===== src/rtl/pulse_pkg.sv =====
// Shared types and timing defaults for the pulse emit/capture path.
// Holds declarations only: no logic, no latency, no flow control.
package pulse_pkg;

    typedef enum logic [1:0] {
        IDLE = 2'd0,
        HIGH = 2'd1,
        GAP  = 2'd2
    } pulse_state_t;

    localparam int CLK_HZ         = 100_000_000;
    localparam int ONE_SEC_CYCLES = CLK_HZ;

    function automatic int max_int(input int a, input int b);
        return (a > b) ? a : b;
    endfunction

endpackage


===== src/rtl/pending_counter.sv =====
// Saturating up/down counter of queued requests. The count updates one cycle after inc/dec.
// Back-pressure: an inc at full with no dec is dropped and reported on o_ovf_set.
module pending_counter
    import pulse_pkg::*;
#(
    parameter  int MAX_COUNT = 15,
    localparam int CW        = $clog2(MAX_COUNT + 1)
) (
    input  logic          clk,
    input  logic          reset,
    input  logic          i_inc,
    input  logic          i_dec,
    output logic [CW-1:0] o_count,
    output logic          o_full,
    output logic          o_empty,
    output logic          o_ovf_set
);

    localparam logic [CW-1:0] FULL_VAL = CW'(MAX_COUNT);
    localparam logic [CW-1:0] ONE      = CW'(1);

    logic [CW-1:0] r_count;
    logic          w_inc_ok;
    logic          w_dec_ok;

    assign o_full  = (r_count == FULL_VAL);
    assign o_empty = (r_count == '0);

    // A same-cycle dec frees the slot, so an inc at full is still accepted then.
    assign w_dec_ok  = i_dec && !o_empty;
    assign w_inc_ok  = i_inc && (!o_full || w_dec_ok);
    assign o_ovf_set = i_inc && !w_inc_ok;

    always_ff @(posedge clk or negedge reset) begin
        if (!reset) begin
            r_count <= '0;
        end else if (w_inc_ok && !w_dec_ok) begin
            r_count <= r_count + ONE;
        end else if (w_dec_ok && !w_inc_ok) begin
            r_count <= r_count - ONE;
        end
    end

    assign o_count = r_count;

endmodule


===== src/rtl/pulse_emitter.sv =====
// Queues trigger strobes and emits one fixed-width pulse per trigger with a guaranteed low gap.
// Latency: pending after 1 edge, pulse_out after 2. Full queue drops triggers and sets sticky overflow.
module pulse_emitter
    import pulse_pkg::*;
#(
    parameter  int PULSE_CYCLES = ONE_SEC_CYCLES,
    parameter  int GAP_CYCLES   = ONE_SEC_CYCLES,
    parameter  int MAX_PENDING  = 15,
    localparam int PW           = $clog2(MAX_PENDING + 1)
) (
    input  logic          clk,
    input  logic          reset,
    input  logic          trigger,
    input  logic          enable,
    input  logic          clear_ovf,
    output logic          pulse_out,
    output logic          busy,
    output logic [PW-1:0] pending,
    output logic          overflow
);

    localparam int            CW         = $clog2(max_int(PULSE_CYCLES, GAP_CYCLES) + 1);
    localparam logic [CW-1:0] PULSE_LAST = CW'(PULSE_CYCLES - 1);
    localparam logic [CW-1:0] GAP_LAST   = CW'(GAP_CYCLES - 1);
    localparam logic [CW-1:0] CNT_ONE    = CW'(1);

    pulse_state_t  r_state;
    pulse_state_t  w_state_nxt;
    logic [CW-1:0] r_cnt;
    logic [CW-1:0] w_cnt_nxt;
    logic          r_pulse;
    logic          w_pulse_nxt;
    logic          r_busy;
    logic          w_busy_nxt;
    logic          r_ovf;
    logic          w_deq;
    logic          w_full;
    logic          w_empty;
    logic          w_ovf_set;

    pending_counter #(
        .MAX_COUNT (MAX_PENDING)
    ) u_pending (
        .clk       (clk),
        .reset     (reset),
        .i_inc     (trigger),
        .i_dec     (w_deq),
        .o_count   (pending),
        .o_full    (w_full),
        .o_empty   (w_empty),
        .o_ovf_set (w_ovf_set)
    );

    always_comb begin
        w_state_nxt = r_state;
        w_cnt_nxt   = r_cnt;
        w_pulse_nxt = r_pulse;
        w_busy_nxt  = r_busy;
        w_deq       = 1'b0;
        case (r_state)
            IDLE: begin
                if (enable && !w_empty) begin
                    w_state_nxt = HIGH;
                    w_cnt_nxt   = '0;
                    w_pulse_nxt = 1'b1;
                    w_busy_nxt  = 1'b1;
                    w_deq       = 1'b1;
                end
            end
            HIGH: begin
                if (r_cnt == PULSE_LAST) begin
                    w_state_nxt = GAP;
                    w_cnt_nxt   = '0;
                    w_pulse_nxt = 1'b0;
                end else begin
                    w_cnt_nxt = r_cnt + CNT_ONE;
                end
            end
            GAP: begin
                // Leaving through IDLE adds one more low cycle before the next rise.
                if (r_cnt == GAP_LAST) begin
                    w_state_nxt = IDLE;
                    w_cnt_nxt   = '0;
                    w_busy_nxt  = 1'b0;
                end else begin
                    w_cnt_nxt = r_cnt + CNT_ONE;
                end
            end
            default: begin
                w_state_nxt = IDLE;
                w_cnt_nxt   = '0;
                w_pulse_nxt = 1'b0;
                w_busy_nxt  = 1'b0;
            end
        endcase
    end

    always_ff @(posedge clk or negedge reset) begin
        if (!reset) begin
            r_state <= IDLE;
            r_cnt   <= '0;
            r_pulse <= 1'b0;
            r_busy  <= 1'b0;
            r_ovf   <= 1'b0;
        end else begin
            r_state <= w_state_nxt;
            r_cnt   <= w_cnt_nxt;
            r_pulse <= w_pulse_nxt;
            r_busy  <= w_busy_nxt;
            if (w_ovf_set) begin
                r_ovf <= 1'b1;
            end else if (clear_ovf) begin
                r_ovf <= 1'b0;
            end
        end
    end

    assert property (@(posedge clk) disable iff (!reset) w_ovf_set |-> w_full);
    assert property (@(posedge clk) disable iff (!reset) r_pulse |-> r_busy);

    assign pulse_out = r_pulse;
    assign busy      = r_busy;
    assign overflow  = r_ovf;

endmodule


===== config.mk =====
export PLATFORM = sky130hd
export DESIGN_NAME = pulse_emitter
export DESIGN_NICKNAME = d
export VERILOG_FILES = /design/src/rtl/pulse_pkg.sv /design/src/rtl/pending_counter.sv /design/src/rtl/pulse_emitter.sv
export SDC_FILE = /design/constraint.sdc
export NUM_CORES = 1
export LEC_CHECK = 0
export ABC_CLOCK_PERIOD_IN_PS = 7300
export CAP_MARGIN = 5
export CELL_PAD_IN_SITES_DETAIL_PLACEMENT = 1
export CELL_PAD_IN_SITES_GLOBAL_PLACEMENT = 1
export CORE_MARGIN = 5
export CORE_UTILIZATION = 46
export DETAILED_ROUTE_END_ITERATION = 8
export PLACE_DENSITY = 0.78
export SLEW_MARGIN = 20
export SYNTH_ARGS = -nofsm -noshare
export SYNTH_HDL_FRONTEND = slang
export SYNTH_SLANG_ARGS = --single-unit

===== constraint.sdc =====
create_clock -name clk -period 7.3 [get_ports clk]
set_input_delay 1.46 -clock clk [delete_from_list [all_inputs] [get_ports clk]]
set_output_delay 1.46 -clock clk [all_outputs]
set_load 0.03 [all_outputs]

After elaboration in Yosys (flattened, before gate mapping):

Cells that the tools add are included.

* flip-flop bits (word level): 36
* bits in latches: 0
* RAM bits: 0
* ROM bits: 0
* input port bits: 5
* memories: 0

* add/subtract/negate cells: 3
* $mul: 0
* div/mod/pow operators: 0
* $lt $le $gt $ge: 0
* equal/unequal tests: 7
* shift operators: 0
* multiplexer cells: 17
* bitwise operators: 2
* reduce and logical (&&, ||, !) cells: 19

Operator list (count)
* $mux W27: 2
* $pmux W27 S2: 1
* $add A27 B1 Y27 const B: 1
* $eq A27 B27 Y1 const B: 1
* $reduce_and A3 Y1: 3
* $mux W4: 2
* $logic_and A1 B1 Y1: 6
* $mux W1: 6
* $mux W2: 3
* $ne A2 B2 Y1 const B: 3
* $pmux W1 S3: 2
* $pmux W2 S3: 1
* $add A4 B1 Y4 const B: 1
* $eq A4 B4 Y1 const B: 1
* $logic_not A1 Y1: 4
* $logic_not A4 Y1: 1
* $reduce_bool A2 Y1: 2
* $sub A4 B1 Y4 const B: 1
* $eq A2 B1 Y1 const B: 1
* $eq A2 B2 Y1 const B: 1
* $logic_not A2 Y1: 1
* $not A1 Y1: 2
* $reduce_or A2 Y1: 1
* $logic_or A1 B1 Y1: 1

Logic depth before layout (Yosys ltp):

* depth in word-level cells: 12
* mapped depth: 12
* mapped depth without buffers: 12

Modules after synthesis:

Synthesis repeated with hierarchy kept, for this count alone.

* cell total of the unflattened synthesis: 258
* area, all modules: 2356.0 um^2

By module, submodules not included
* pulse_emitter: instances 1, cells an instance 224, area an instance 2011.9 um^2
* pending_counter: instances 1, cells an instance 34, area an instance 344.1 um^2

Worst setup path after synthesis:

No wires, ideal clock.

* kind: input port to flip-flop
* start: input port enable
* end: register u_pending.r_count[3], in the netlist u_pending.o_count[3]
* data arrival time: 3.015 ns
* data required time: 7.162 ns
* setup slack: 4.147 ns
* stages on the path: 10
* buffers on the path: 0
* cell sequence: o41ai_2 -> or2_2 -> ha_1 -> inv_1 -> ha_1 -> a21o_1 -> a21oi_1 -> xnor2_1 -> nor2_1 -> xor2_1

* longest elaborated chain between the ends: 9
* elaborated cells on any way between the ends: 12
* those cells by class: 3 x mux; 9 x reduce/logical

RTL lines
* start, declared: RTL line pulse_emitter.sv:14 `input logic enable,`
* $logic_and A1 B1 Y1 *: RTL line pulse_emitter.sv:62 `if (enable && !w_empty) begin`
* $mux W1 *: RTL line pulse_emitter.sv:62
* $mux W1 *: RTL line pulse_emitter.sv:60 `case (r_state)`
* $logic_and A1 B1 Y1 *: RTL line pending_counter.sv:30 `assign w_dec_ok = i_dec && !o_empty;`
* $logic_or A1 B1 Y1: RTL line pending_counter.sv:31 `assign w_inc_ok = i_inc && (!o_full || w_dec_ok);`
* $logic_and A1 B1 Y1: RTL line pending_counter.sv:31
* $logic_not A1 Y1: RTL line pending_counter.sv:39 `end else if (w_dec_ok && !w_inc_ok) begin`
* $logic_and A1 B1 Y1: RTL line pending_counter.sv:39
* $reduce_bool A2 Y1 (no source line)
* end signal, assigned: RTL line pending_counter.sv:38 `r_count <= r_count + ONE;`
* end signal, assigned: RTL line pending_counter.sv:40 `r_count <= r_count - ONE;`
* end, declared: RTL line pending_counter.sv:22 `logic [CW-1:0] r_count;`

Mark *: on every way between the ends. The rest lies on a longest branch, timed or not.
A chain may end at the register's enable or synchronous reset.

Final worst setup path:

Ends and elaborated chain as after synthesis.

==> summary.md <==
| Metric | Value |
|---|---|
| Post-DP HPWL | 3.68 mm |
| Vias per Instance | 5.81 |
| Hold crit path type | reg -> reg |
| Reg2reg path depth | 10 |
| Worst path cell trace | clkdlybuf4s50_1, o41ai_2, or2_2, ha_1, inv_1, ha_1, a21o_1, a21oi_1, xnor2_1, nor2_1, xor2_1 |
| Worst path depth | 11 |
| RSZ-0062 raised after global routing | no |
| Flop2flop setup slack | 4.55 ns |
| Post-DRT Antenna Nets | 0 |
| Reg power frac | 37.6% |
| Wire per inst | 18.0 um |
| CP most frequent cell | ha_1 |
| Multi-input gate area | 1130 um2 |
| Combinational Power Share | 41.3% |
| Startpoint Class | input pin |
| Worst slew pin tran | 0.759 ns |
| F_max | 0.280 GHz |
| Final worst slack | 3.73 ns |
| Normalized max-slew margin | 49.0% |
| Startpoint of the lowest-slack register-to-register path | u_pending.o_count[0] |
| Fin crit share | 48.9% |
| Worst vdd ir | 0.000294 V |
| Setup crit end kind | flip-flop |
| Crit Path Max Fanout | 6 |
| Area growth, synth to finish | 11.3% |
| Antenna fix cells | 0 |
| Placed cell area | 2250 um2 |
| Port-buffer cells | 11 |
| Status | finished, final reports clean |
| Layout cell share with drive strength beyond 1 | 14.7% |
| FF-to-FF End | u_pending.o_count[3] |
| Hold buffers post-CTS | 0 |
| DIE HEIGHT | 77.6 um |
| Final setup viols | 0 |
| Crit path launch | enable |
| Via Count | 1650 |
| I/O pin cnt | 12 |
| Placement Setup Slack | 3.42 ns |
| Final Net Count | 245 |
| Clock Power Share | 21.1% |
| Post-synthesis cell type count | 43 |
| Setup bufs post-CTS | 0 |
| Buf/Inv on CP | 2 |
| Fill cells | 504 |
| Clock transition at the registers of the reported paths | 0.07 ns |
| Antenna violations before repair | 0 |
| Fin crit period | 3.57 ns |
| Static leakage power | 0.943 nW |
| Max Cap Violations | 0 |
| Final WL | 5.12 mm |
| Syn_nets | 231 |
| First-pass GRT wire length | 9.02 mm |
| Clk_lat worst skew | 0.29 ns |
| FP Rows | 24 |
| CP Class | in -> reg |
| Resize count post-CTS | 0 |
| Clk_skew | 0.00474 ns |
| Iteration-0 DRC Markers | 53 |
| Vias in the first global route | 1890 |
| Sw power | 0.288 mW |
| Mapped Cells | 217 |
| CP Data Required Time | 7.47 ns |
| Hold Startpoint | overflow |
| Num CTS Buffers | 5 |
| DRC | 0 |
| Fin. max-slew vios | 0 |
| CP delay by family, top | buffers and inverters |
| Power density over cell area | 302 nW/um2 |
| CTS tree | built |
| Die area | 6020 um2 |
| Worst setup endpoint | u_pending.o_count[3] |
| Synthesized flop and latch total | 36 |
| Crit-path max cell delay | 0.49 ns |
| Avg Inst Size Synth | 9.69 um2 |
| Overall routing resource usage | 18.7% |
| Post-Syn Area | 2100 um2 |
| Design area | 2340 um2 |
| P_int | 0.418 mW |
| Pwr Total | 0.707 mW |
| CTS Root Cell | clkbuf_8 |
| DRT Pass-1 Iters | 4 |
| Setup TNS | 0 ns |
| Initial core utilization | 47.9% |
| Register area | 901 um2 |
| Fin util | 53.4% |
| Seq/Total Area, Yosys | 42.9% |
| Pin count of the biggest net entering global routing | 37 |
| Longest Clk Path Bufs | 2 |
| CORE AREA | 4380 um2 |
| CP max stage cell | clkdlybuf4s50_1 |
| Yosys warns | 0 |
| Sink Count | 36 |
| GP Congestion | 0.840 |
| Endpoints failing hold | 0 |
| Critical path arrival | 3.74 ns |
| CTS H-Tree Depth | 2 |
| Total gr overflow | 0 |
| Die X | 77.6 um |
| Sw frac | 40.8% |
## tightest hold or removal path: cells and delay by family, from the launching register on
| kind | cells | cell delay, ns |
|---|---|---|
| DFF | 1 | 0.38 |
| buffers and inverters | 1 | 0.05 |
| AOI/OAI and AO/OA | 1 | 0.06 |
## cell type report
type	instances	share of cell area [%]
Clock buffer	6	3.53
Clock inverter	2	0.428
Inverter	9	1.44
Multi-Input combinational cell	167	48.3
Sequential cell	36	38.5
Tap cell	52	2.78
Timing Repair Buffer	12	5.03
## through the flow
step	hold slack, ns	std cells
2_1_floorplan	0.495	217
3_3_place_gp	0.517	276
3_5_place_dp	0.524	276
4_1_cts	0.541	284
5_1_grt	0.562	284
6_report	0.536	284
## state kept, by name, indices dropped and copies added (netlist names)
| register | flops |
|---|---|
| busy | 1 |
| overflow | 1 |
| pulse_out | 1 |
| r_cnt | 27 |
| r_state | 2 |
| u_pending.o_count | 4 |
## how the worst min path moves through the flow
stage | to | cells after the start
after CTS | overflow | 2
after detailed placement | overflow | 2
after global routing | overflow | 2
after global placement | overflow | 2
final | overflow | 2
after floorplan | r_cnt[1] | 2
## cells in the mapped netlist, drive strengths merged
library cell,count,share of area (%)
a31oi,1,0.30
nor2b,3,0.89
a32o,1,0.48
buf,4,1.6
a211oi,3,1.1
a21o,1,0.36
fa,1,0.95
nand4,16,4.8
and3,3,0.89
ha,8,4.8
nor4,5,1.8
a21oi,7,2.2
or3,2,0.60
nand3,18,5.1
o31ai,2,0.71
and2,1,0.36
clkbuf,1,0.18
mux2,2,1.1
a2bb2oi,2,0.83
xor2,16,6.7
or4,1,0.54
or2,3,0.89
o41ai,1,0.77
nand2,20,3.6
or4bb,1,0.71
dfrtp,36,43
nor2,25,5.7
nand2b,1,0.30
xnor2,6,2.5
inv,9,1.6
nand4b,1,0.42
o21ai,10,2.4
nor3,6,2.2
## cells in the final DEF (no fill, tap or decap), types with 3 or more instances in the layout
cell             synthesis  final
nand2_1                 20     20
a211oi_1                 3      3
nor3_1                   4      4
nor2_1                  15     15
nor4_1                   4      4
or2_2                    3      3
inv_1                    9      9
xnor2_1                  6      6
a21oi_1                  6      6
nor2b_1                  3      3
and3_1                   3      3
clkbuf_8                 0      6
xor2_1                  16     16
nor2_2                  10     10
ha_1                     8      8
dfrtp_1                 36     36
nand3_1                 16     16
o21ai_0                  9      9
clkdlybuf4s50_1          0     11
nand4_1                 16     16
## kinds of logic after synthesis
family                   Yosys count  share of synthesized area [%]
AND/OR/NAND/NOR                  106                           28.7
flip-flops                        36                           42.9
AO/OA/AOI/OAI                     28                           9.11
XOR/XNOR                          22                           9.17
buffers and inverters             14                           3.39
adder cells (fa/ha/maj)            9                           5.71
multiplexers                       2                           1.07
## routing by layer
layer / vias up / GRT usage [%] / share of wire (%)
met4: 0 / 5.33 / 1.0
li1: 793 / - / -
met3: 6 / 4.98 / 2.9
met5: - / 0 / 0
met2: 20 / 31.7 / 51
met1: 831 / 23.2 / 45
## power by group through the flow
stage	Clock [mW]	Sequential (mW)	Combinational, mW
global route	0.168	0.272	0.323
global placement	0	0.265	0.278
CTS	0.155	0.266	0.295
finish	0.149	0.266	0.292
floorplan	0	0.296	0.186
detailed placement	0	0.269	0.294
(Power assumes the default switching activity.)
